<file path="src/rtl/hl_audio_pkg.sv">
// rtl/hl_audio_pkg.sv - shared state encoding and constants for the audio receive path
package hl_audio_pkg;

    localparam int DATA_W_DEFAULT = 16;
    localparam int SYNC_DEPTH     = 2;

    typedef enum logic [1:0] {
        WAIT_ALIGN = 2'd0,
        DELAY      = 2'd1,
        SHIFT      = 2'd2,
        PAD        = 2'd3
    } rx_state_e;

endpackage

</file>
<file path="src/rtl/sync_bits.sv">
// rtl/sync_bits.sv - multi-bit flop-chain synchronizer, all bits share one depth
module sync_bits #(
    parameter int WIDTH = 1,
    parameter int DEPTH = 2
) (
    input  logic             clk,
    input  logic             resetn,
    input  logic [WIDTH-1:0] din,
    output logic [WIDTH-1:0] dout
);

    logic [DEPTH-1:0][WIDTH-1:0] stage;

    always_ff @(posedge clk or negedge resetn) begin
        if (!resetn) begin
            stage <= '0;
        end else begin
            stage[0] <= din;
            for (int i = 1; i < DEPTH; i++) begin
                stage[i] <= stage[i-1];
            end
        end
    end

    assign dout = stage[DEPTH-1];

endmodule

</file>
<file path="src/rtl/i2s_mic_rx.sv">
// rtl/i2s_mic_rx.sv - I2S microphone receiver with pair handshake; I2S_RX_FRAME_CHECK_EN enables frame_err
module i2s_mic_rx
    import hl_audio_pkg::*;
#(
    parameter int DATA_W      = DATA_W_DEFAULT,
    parameter int SYNC_STAGES = SYNC_DEPTH
) (
    input  logic              clk,
    input  logic              resetn,
    input  logic              bclk,
    input  logic              lrclk,
    input  logic              sdata,
    output logic [DATA_W-1:0] left_data,
    output logic [DATA_W-1:0] right_data,
    output logic              sample_valid,
    input  logic              sample_ready,
    output logic              overrun,
    output logic              frame_err
);

    localparam int CNT_W = $clog2(DATA_W + 1);

    logic [2:0]        sync_q;
    logic              bclk_s, lrclk_s, sdata_s;
    logic              bclk_d, lr_last, bit_event, lr_change;
    rx_state_e         state, state_nxt;
    logic [CNT_W-1:0]  bit_cnt;
    logic [DATA_W-2:0] shreg;
    logic [DATA_W-1:0] word, left_hold;
    logic              chan, left_ok, take, store, abandon, last_bit, pair_done;

    // One chain for all three lines keeps lrclk/sdata aligned with the bclk edge.
    sync_bits #(.WIDTH(3), .DEPTH(SYNC_STAGES)) u_sync (
        .clk    (clk),
        .resetn (resetn),
        .din    ({bclk, lrclk, sdata}),
        .dout   (sync_q)
    );

    assign {bclk_s, lrclk_s, sdata_s} = sync_q;
    assign bit_event = bclk_s & ~bclk_d;
    assign lr_change = bit_event & (lrclk_s ^ lr_last);
    assign last_bit  = (bit_cnt == CNT_W'(DATA_W - 1));
    assign word      = {shreg, sdata_s};
    assign pair_done = store & chan & left_ok;

    always_ff @(posedge clk or negedge resetn) begin
        if (!resetn) begin
            state <= WAIT_ALIGN;
        end else begin
            state <= state_nxt;
        end
    end

    always_comb begin
        state_nxt = state;
        case (state)
            WAIT_ALIGN: if (lr_change && !lrclk_s) state_nxt = DELAY;
            DELAY:      if (bit_event) state_nxt = SHIFT;
            SHIFT: begin
                if (bit_event) begin
                    if (last_bit) begin
                        state_nxt = lr_change ? DELAY : PAD;
                    end else if (lr_change) begin
                        state_nxt = DELAY;
                    end
                end
            end
            PAD:        if (lr_change) state_nxt = DELAY;
            default:    state_nxt = WAIT_ALIGN;
        endcase
    end

    always_comb begin
        take    = 1'b0;
        store   = 1'b0;
        abandon = 1'b0;
        case (state)
            DELAY: take = bit_event;
            SHIFT: begin
                if (bit_event) begin
                    if (last_bit) begin
                        take  = 1'b1;
                        store = 1'b1;
                    end else if (lr_change) begin
                        abandon = 1'b1;
                    end else begin
                        take = 1'b1;
                    end
                end
            end
            default: ;
        endcase
    end

    always_ff @(posedge clk or negedge resetn) begin
        if (!resetn) begin
            bclk_d       <= 1'b0;
            lr_last      <= 1'b0;
            chan         <= 1'b0;
            shreg        <= '0;
            bit_cnt      <= '0;
            left_hold    <= '0;
            left_ok      <= 1'b0;
            left_data    <= '0;
            right_data   <= '0;
            sample_valid <= 1'b0;
            overrun      <= 1'b0;
        end else begin
            bclk_d <= bclk_s;
            if (bit_event) lr_last <= lrclk_s;
            if (lr_change) chan <= lrclk_s;
            if (take) begin
                shreg   <= word[DATA_W-2:0];
                bit_cnt <= (state == DELAY) ? CNT_W'(1) : bit_cnt + CNT_W'(1);
            end
            if (store && !chan) begin
                left_hold <= word;
                left_ok   <= 1'b1;
            end
            // A right word only publishes when a left word from the same frame is held.
            if (pair_done) begin
                left_data  <= left_hold;
                right_data <= word;
                left_ok    <= 1'b0;
            end
            overrun <= pair_done & sample_valid & ~sample_ready;
            if (pair_done) begin
                sample_valid <= 1'b1;
            end else if (sample_ready) begin
                sample_valid <= 1'b0;
            end
        end
    end

`ifdef I2S_RX_FRAME_CHECK_EN
    always_ff @(posedge clk or negedge resetn) begin
        if (!resetn) begin
            frame_err <= 1'b0;
        end else begin
            frame_err <= abandon;
        end
    end
`else
    logic unused_abandon;
    assign unused_abandon = abandon;
    assign frame_err      = 1'b0;
`endif

endmodule

</file>
<file path="config.mk">
export PLATFORM = sky130hd
export DESIGN_NAME = i2s_mic_rx
export DESIGN_NICKNAME = d
export VERILOG_FILES = /design/src/rtl/hl_audio_pkg.sv /design/src/rtl/sync_bits.sv /design/src/rtl/i2s_mic_rx.sv
export SDC_FILE = /design/constraint.sdc
export NUM_CORES = 1
export LEC_CHECK = 0
export CAP_MARGIN = 10
export CORE_ASPECT_RATIO = 0.8
export CORE_MARGIN = 5
export CORE_UTILIZATION = 40
export DETAILED_ROUTE_END_ITERATION = 10
export GPL_TIMING_DRIVEN = 0
export HOLD_SLACK_MARGIN = 0.05
export PLACE_DENSITY = 0.73
export SLEW_MARGIN = 10
export SYNTH_ARGS = -nofsm -noshare
export SYNTH_HDL_FRONTEND = slang
export SYNTH_SLANG_ARGS = --single-unit
</file>
<file path="constraint.sdc">
create_clock -name clk -period 3.8 [get_ports clk]
set_input_delay 0.76 -clock clk [delete_from_list [all_inputs] [get_ports clk]]
set_output_delay 0.76 -clock clk [all_outputs]
set_load 0.01 [all_outputs]
</file>
==> results of run 1 <==
metrics by stage:
step                cells  TNS (ns)  utilization  setup WS, ns
detailed placement    369         0       0.4824         1.493
CTS                   383         0       0.5022         1.451
floorplan             221         0            -         1.802
finish                383         0       0.5022         1.476
global route          383         0       0.5022         1.352
global placement      368    -70.05       0.4803       -0.8585
final timing paths:
check / depth (start not counted) / slack, ns / to
worst min-delay path: 0 / 0.35 / u_sync.dout[1]$_DFF_PN0_
max in group asynchronous: 2 / 2.82 / right_data[9]$_DFFE_PN0P_
worst max-delay path: 7 / 1.48 / left_hold[6]$_DFFE_PN0P_
min in group asynchronous: 1 / 0.39 / left_data[5]$_DFFE_PN0P_
worst max register to register: 7 / 1.48 / left_hold[6]$_DFFE_PN0P_
worst min register to register: 0 / 0.35 / u_sync.dout[1]$_DFF_PN0_
cell type report:
cell class,count,area [um2],area share
Timing Repair Buffer,40,407.9,0.1008
Inverter,8,30.03,0.007423
Tap cell,108,135.1,0.03341
Sequential cell,82,2052,0.5073
Multi-Input combinational cell,123,1189,0.2938
Clock buffer,11,141.4,0.03495
Clock inverter,3,17.52,0.004330
Buffer,8,72.57,0.01794
power groups by stage:
stage	clock (W)	sequential, W	combinational, W
after global routing	0.000583	0.00100	0.000386
after floorplan	0	0.000991	0.000265
after CTS	0.000546	0.000992	0.000348
after global placement	0	0.00100	0.000321
final	0.000525	0.000992	0.000345
after detailed placement	0	0.00101	0.000345
worst max-delay path: stages (launching register included):
cell     delay [ns]
dfrtp_1        0.41
ha_1           0.20
and3_1         0.18
ha_1           0.26
nand2_2        0.16
nor3_4         0.43
buf_6          0.22
mux2_2         0.35
metal layers:
metal | share of wire | track usage | wire length [um] | vias up
li1 | - | - | - | 873
met1 | 0.45 | 0.1483 | 2578 | 957
met2 | 0.49 | 0.1895 | 2797 | 29
met3 | 0.041 | 0.03553 | 232 | 7
met4 | 0.014 | 0.04805 | 80 | 0
met5 | 0 | 0 | 0 | -
logic make-up (layout without fill, tap and decap cells):
group / after synthesis / in the layout
buf+inv: 16 / 70
other cells: 1 / 1
mux: 64 / 64
simple gates: 29 / 29
fa+ha+maj: 7 / 7
flops: 82 / 82
compound gates: 21 / 21
xor+xnor: 1 / 1
registers in the layout, indices dropped and copies added, names as in the netlist, 2 cells and up:
| name | flops |
|---|---|
| left_hold | 16 |
| shreg | 15 |
| u_sync.stage | 3 |
| bit_cnt | 5 |
| left_data | 16 |
| right_data | 16 |
| state | 2 |
| u_sync.dout | 3 |
cell usage in the layout (no fill, tap or decap), types with 2 or more instances in the layout:
cell type and instances:
clkbuf_8 10, buf_4 2, nor3_4 2, clkdlybuf4s50_1 38
nand3_1 3, nand2b_1 2, clkinv_2 2, buf_6 5
ha_1 7, mux2_2 53, clkbuf_1 2, a2bb2oi_1 2
and3_1 2, dfrtp_1 82, a21oi_1 3, or3_1 3
inv_1 8, o21ai_0 8, nand2_1 7, nor2_1 3
mux2_4 10
==> metrics.md, run 1 <==
| Metric | Value |
|---|---|
| CTS Hold Bufs | `0` |
| Status | `finished, final reports clean` |
| I/O Pins | `41` |
| Cts repair resizes | `0` |
| Cell with the most instances after synthesis | `dfrtp_1` |
| Compound-cell area share of the yosys netlist | `0.04454` |
| Antenna violations before repair | `0` |
| Primary FF master, synth | `dfrtp_1` |
| Crit. Startpoint | `bit_cnt[1]$_DFFE_PN0P_` |
| Leakage Power | `1.954 nW` |
| Worst Path Required | `4.02 ns` |
| Unique cell type count in the Yosys netlist | `37` |
| Syn. warnings | `0` |
| Tot Pwr | `0.001862 W` |
| Hold WC Path Type | `reg -> reg` |
| Nets@finish | `285` |
| Post-Synth Adder-Cell Area | `0.02620` |
| Die height | `91.77 um` |
| Max IR drop VDD | `0.0002071 V` |
| Final hold slack | `0.3511 ns` |
| Peak Freq | `430.2 MHz` |
| Via density | `4.872` |
| Hpwl dp | `3960 um` |
| Finish-stage setup viols | `0` |
| Syn nets | `234` |
| Post-layout min period | `2.324 ns` |
| CTS tree | `yes` |
| Hold Crit Start | `u_sync.stage[1]$_DFF_PN0_` |
| Sw power | `0.0005250 W` |
| Total number of vias | `1,866` |
| Period utilization | `0.6117` |
| Crit Path Class | `reg -> reg` |
| Post-CTS setup buffers | `0` |
| RePlAce Congestion | `0.7372` |
| RSZ-0062 raised after global routing | `no` |
| Remaining global-route overflow | `0` |
| Post-DRT Antenna Nets | `0` |
| Crit. End Element | `flip-flop` |
| Routed WL | `5689 um` |
| Synthesized flop and latch total | `82` |
| P_int | `0.001337 W` |
| Synth Instances | `221` |
| 1st-pass router iterations | `4` |
| Syn Std Cell Area | `0.003343 mm2` |
| Post-synth EDFFs | `0` |
| Sink Count | `82` |
| Initial Util | `0.4150` |
| Seq/Total Area, Yosys | `0.6138` |
| Startpoint Class | `flip-flop` |
| Fillers | `699` |
| Die Wd | `112.2 um` |
| Yosys top cell area share | `0.6138` |
| H-tree lvl count | `3` |
| Placed Instance Area | `0.003886 mm2` |
| Synth-to-layout area growth | `21.00%` |
| Largest cells by area after synthesis | `dfrtp_1 61%, mux2_2 18%, mux2_4 4.5%` |
| Final Max Tran Viols | `0` |
| Ratio of cells with drive above 1 in the final layout | `0.3273` |
| Pwr dens | `460.2 mW/mm2` |
| Die ar. | `0.01030 mm2` |
| Tot GR Track Use | `0.1174` |
| Clock power share | `0.282` |
| Power share of the sequential group | `0.533` |
| Most frequent cells after synthesis | `82 x dfrtp_1, 53 x mux2_2, 10 x mux2_4` |
| Largest family of logic cells by synthesized area | `multiplexers` |
| Post-synth top area cell | `dfrtp_1` |
| Clk buf depth | `2` |
| Largest net degree at the start of global routing | `43` |
| Avg Cell Area, Syn | `15.13 um2` |
| # DRC | `0` |
| Final hold viol count | `0` |
| Slew @ Worst Pin | `0.5225 ns` |
| Worst-Skew Late Latency | `0.34 ns` |
| Drt wl/cell | `14.85 um` |
| Gate power share | `0.185` |
| Mux share of post-synthesis cell area | `0.2268` |
| Sw frac | `0.2820` |
| Max-slew headroom | `0.6480` |
| Vias in the first global route | `1,977` |
| Crit-path max FO | `10` |
| Port Buffers | `39` |
| Core Rows | `29` |
| First-pass GRT wire length | `9646 um` |
| FF-to-FF Start | `bit_cnt[1]$_DFFE_PN0P_` |
| Skew final | `0.005354 ns` |
| Max cap viols | `0` |
| Fin area | `0.004045 mm2` |
| Ys async rst share | `1.000` |
| Num CTS Buffers | `9` |
| Crit path arrival time | `2.55 ns` |
| DRT iter0 DRCs | `41` |
| Synth Area in XOR/XNOR | `0.002620` |
| Simple-Gate Fraction of Synth Area | `0.05427` |
| Clock root buffer | `clkbuf_8` |
| Clk slew on worst S/H paths | `0.08 ns` |
| Core area | `0.008055 mm2` |
| # diodes | `0` |
Power figures use the tool's default switching activity.
==> inputs of run 2 (changes only) <==
--- a/config.mk
+++ b/config.mk
@@ -12,7 +12,7 @@
 export DETAILED_ROUTE_END_ITERATION = 10
 export GPL_TIMING_DRIVEN = 0
 export HOLD_SLACK_MARGIN = 0.05
-export PLACE_DENSITY = 0.73
+export PLACE_DENSITY = 0.75
 export SLEW_MARGIN = 10
 export SYNTH_ARGS = -nofsm -noshare
 export SYNTH_HDL_FRONTEND = slang
==> constraint.sdc (replaced) <==
create_clock -name clk -period 2 [get_ports clk]
set_input_delay 0.4 -clock clk [delete_from_list [all_inputs] [get_ports clk]]
set_output_delay 0.4 -clock clk [all_outputs]
set_load 0.01 [all_outputs]
==> run 2 against run 1 <==
Against the previous run:
- via count up 5.8%
- global-route usage is 0.83 points higher
- sequential power up 90%
- clock-buffer cell count rose by 1
- core utilization grew 5.0 points
- worst setup slack got worse by 1.5 ns
- critical endpoint is now right_data[10]$_DFFE_PN0P_
- the flow now finishes with violations (setup timing)
- critical path depth grew 1
- first-iteration DRC count grew 17%
- cell count rose by 5.0%
- combinational power rose by 140%
==> metrics.md, run 2 (same netlist as run 1, synthesis figures left out) <==
| Metric | Value |
|---|---|
| Biggest regs | `left_data: 16 flops, left_hold: 16 flops, right_data: 16 flops` |
| I/O Pins | `41` |
| Tot GR Track Use | `0.1257` |
| Via density | `4.913` |
| RSZ-0062 raised after global routing | `yes` |
| # diodes | `0` |
| Antenna violations before repair | `0` |
| Crit. End Element | `flip-flop` |
| Sink Count | `82` |
| Hpwl dp | `4042 um` |
| First-pass GRT wire length | `10,250 um` |
| Failing checks | `setup timing` |
| Core area | `0.008055 mm2` |
| Remaining global-route overflow | `0` |
| Most frequent cells in the layout | `82 x dfrtp_1, 38 x clkdlybuf4s50_1, 37 x mux2_4` |
| Footprint of the multi-input gates | `0.001329 mm2` |
| Nets@finish | `302` |
| # DRC | `0` |
| Total number of vias | `1,975` |
| Max-slew headroom | `0.6112` |
| Startpoint Class | `flip-flop` |
| Storage cell area | `0.002052 mm2` |
| Final Max Tran Viols | `0` |
| Peak Freq | `497.3 MHz` |
| Worst Path Required | `2.23 ns` |
| Hold WC Path Type | `reg -> reg` |
| Port Buffers | `39` |
| CP cell instances | `ha_2 > and3_4 > ha_4 > nand2_4 > nor3_4 > buf_6 > buf_8 > mux2_4` |
| Status | `finished, violations left` |
| Num CTS Buffers | `9` |
| Final Worst Setup Slack | `-0.01097 ns` |
| Die height | `91.77 um` |
| Post-DRT Antenna Nets | `0` |
| Leakage Power | `2.117 nW` |
| Drt wl/cell | `15.96 um` |
| CP max stage cell | `dfrtp_1` |
| H-tree lvl count | `3` |
| Crit Path Class | `reg -> reg` |
| Fillers | `668` |
| Ratio of cells with drive above 1 in the final layout | `0.3878` |
| Synth-to-layout area growth | `33.05%` |
| Post-layout min period | `2.011 ns` |
| RePlAce Congestion | `0.7671` |
| Max IR drop VDD | `0.0004298 V` |
| Clk slew on worst S/H paths | `0.08 ns` |
| Slew @ Worst Pin | `0.5771 ns` |
| Die ar. | `0.01030 mm2` |
| Period utilization | `1.005` |
| Final hold viol count | `0` |
| Final core utilization | `0.5522` |
| Pwr dens | `894.6 mW/mm2` |
| Crit-path max FO | `5` |
| 1st-pass router iterations | `4` |
| Routed WL | `6415 um` |
| Worst-Skew Late Latency | `0.34 ns` |
| Clock root buffer | `clkbuf_8` |
| Clk buf depth | `2` |
| Die Wd | `112.2 um` |
| Commonest non-fill, non-tap cell in the layout | `dfrtp_1` |
| Skew final | `0.007482 ns` |
| Crit path arrival time | `2.24 ns` |
| Worst path max stage delay | `0.36 ns` |
| CTS tree | `yes` |
| Finish-stage setup viols | `12` |
| Largest net degree at the start of global routing | `52` |
| DRT iter0 DRCs | `48` |
| Initial Util | `0.4150` |
| Max cap viols | `0` |
| Vias in the first global route | `2,123` |
| Pre-CTS worst setup slack | `-0.3274 ns` |
| Core Rows | `29` |
run 2: cell count changes in the layout (fill, tap and decap cells not counted), sizes merged:
cell	before	now
clkinv	2	1
bufinv	0	2
clkbuf	12	14
dlygate4sd3	0	1
buf	9	24
run 2: final timing paths:
kind,to,cells after the start,slack [ns],startpoint
worst max register to register,right_data[10]$_DFFE_PN0P_,8,-0.01,bit_cnt[1]$_DFFE_PN0P_
worst max-delay path,right_data[10]$_DFFE_PN0P_,8,-0.01,bit_cnt[1]$_DFFE_PN0P_
worst min register to register,u_sync.dout[0]$_DFF_PN0_,0,0.36,u_sync.stage[0]$_DFF_PN0_
min in group asynchronous,u_sync.stage[2]$_DFF_PN0_,2,0.53,resetn
worst min-delay path,u_sync.dout[0]$_DFF_PN0_,0,0.36,u_sync.stage[0]$_DFF_PN0_
max in group asynchronous,left_data[6]$_DFFE_PN0P_,3,0.88,resetn
run 2: critical path: cells and delay by family (launching register included):
kind                     cells  cell delay [ns]
AND/OR/NAND/NOR              3             0.54
multiplexers                 1             0.30
buffers and inverters        2             0.30
adder cells (fa/ha/maj)      2             0.37
flip-flops                   1             0.36
run 2: area by class of cell:
cell class	instances	share of cell area
buffer	7	0.02110
sequential	82	0.4613
multi-input combinational	123	0.2987
timing repair buffer	58	0.1342
tap	108	0.03038
inverter	8	0.006751
clock inverter	4	0.01716
clock buffer	12	0.03038
run 2: routing by layer:
layer | global-route usage | up-vias | routed length [um]
met5 | 0 | - | 0
met4 | 0.05105 | 0 | 70
met3 | 0.04342 | 4 | 278
met2 | 0.2068 | 37 | 3082
met1 | 0.1520 | 1018 | 2984
li1 | - | 916 | -
run 2: report_power, final:
group          switching (W)  leakage, nW  internal, W  total (W)
Sequential          0.000103         1.10      0.00177    0.00188
Clock               0.000564        0.101     0.000707    0.00127
Combinational       0.000415        0.914     0.000416   0.000831
run 2: per-stage QoR:
step / hold slack, ns / TNS (ns) / instance area (um2) / power (W) / instances
2_1_floorplan: 0.1044 / 0 / 3343 / 0.002386 / 221
5_1_grt: 0.3601 / -1.483 / 4448 / 0.004206 / 402
6_report: 0.3558 / -0.07600 / 4448 / 0.003979 / 402
3_5_place_dp: 0.3379 / -13.32 / 3894 / 0.002574 / 369
3_3_place_gp: 0.3328 / -198.34 / 3869 / 0.002518 / 368
4_1_cts: 0.3573 / 0 / 4193 / 0.003931 / 393
run 2: repair_timing:
item,4_1_cts,5_1_grt
buffers inserted,7,7
endpoints found under the setup margin,61,38
pin swaps,4,4
hold buffers,1,0
cloned,1,2
endpoints found under the hold margin,31,0
resized for setup,5,40
==> inputs of run 3 (changes only) <==
--- a/config.mk
+++ b/config.mk
@@ -5,6 +5,7 @@
 export SDC_FILE = /design/constraint.sdc
 export NUM_CORES = 1
 export LEC_CHECK = 0
+export ABC_CLOCK_PERIOD_IN_PS = 2000
 export CAP_MARGIN = 10
 export CORE_ASPECT_RATIO = 0.8
 export CORE_MARGIN = 5
==> results of run 3 <==
Final layout, timing and power as in run 2 (identical DEF).
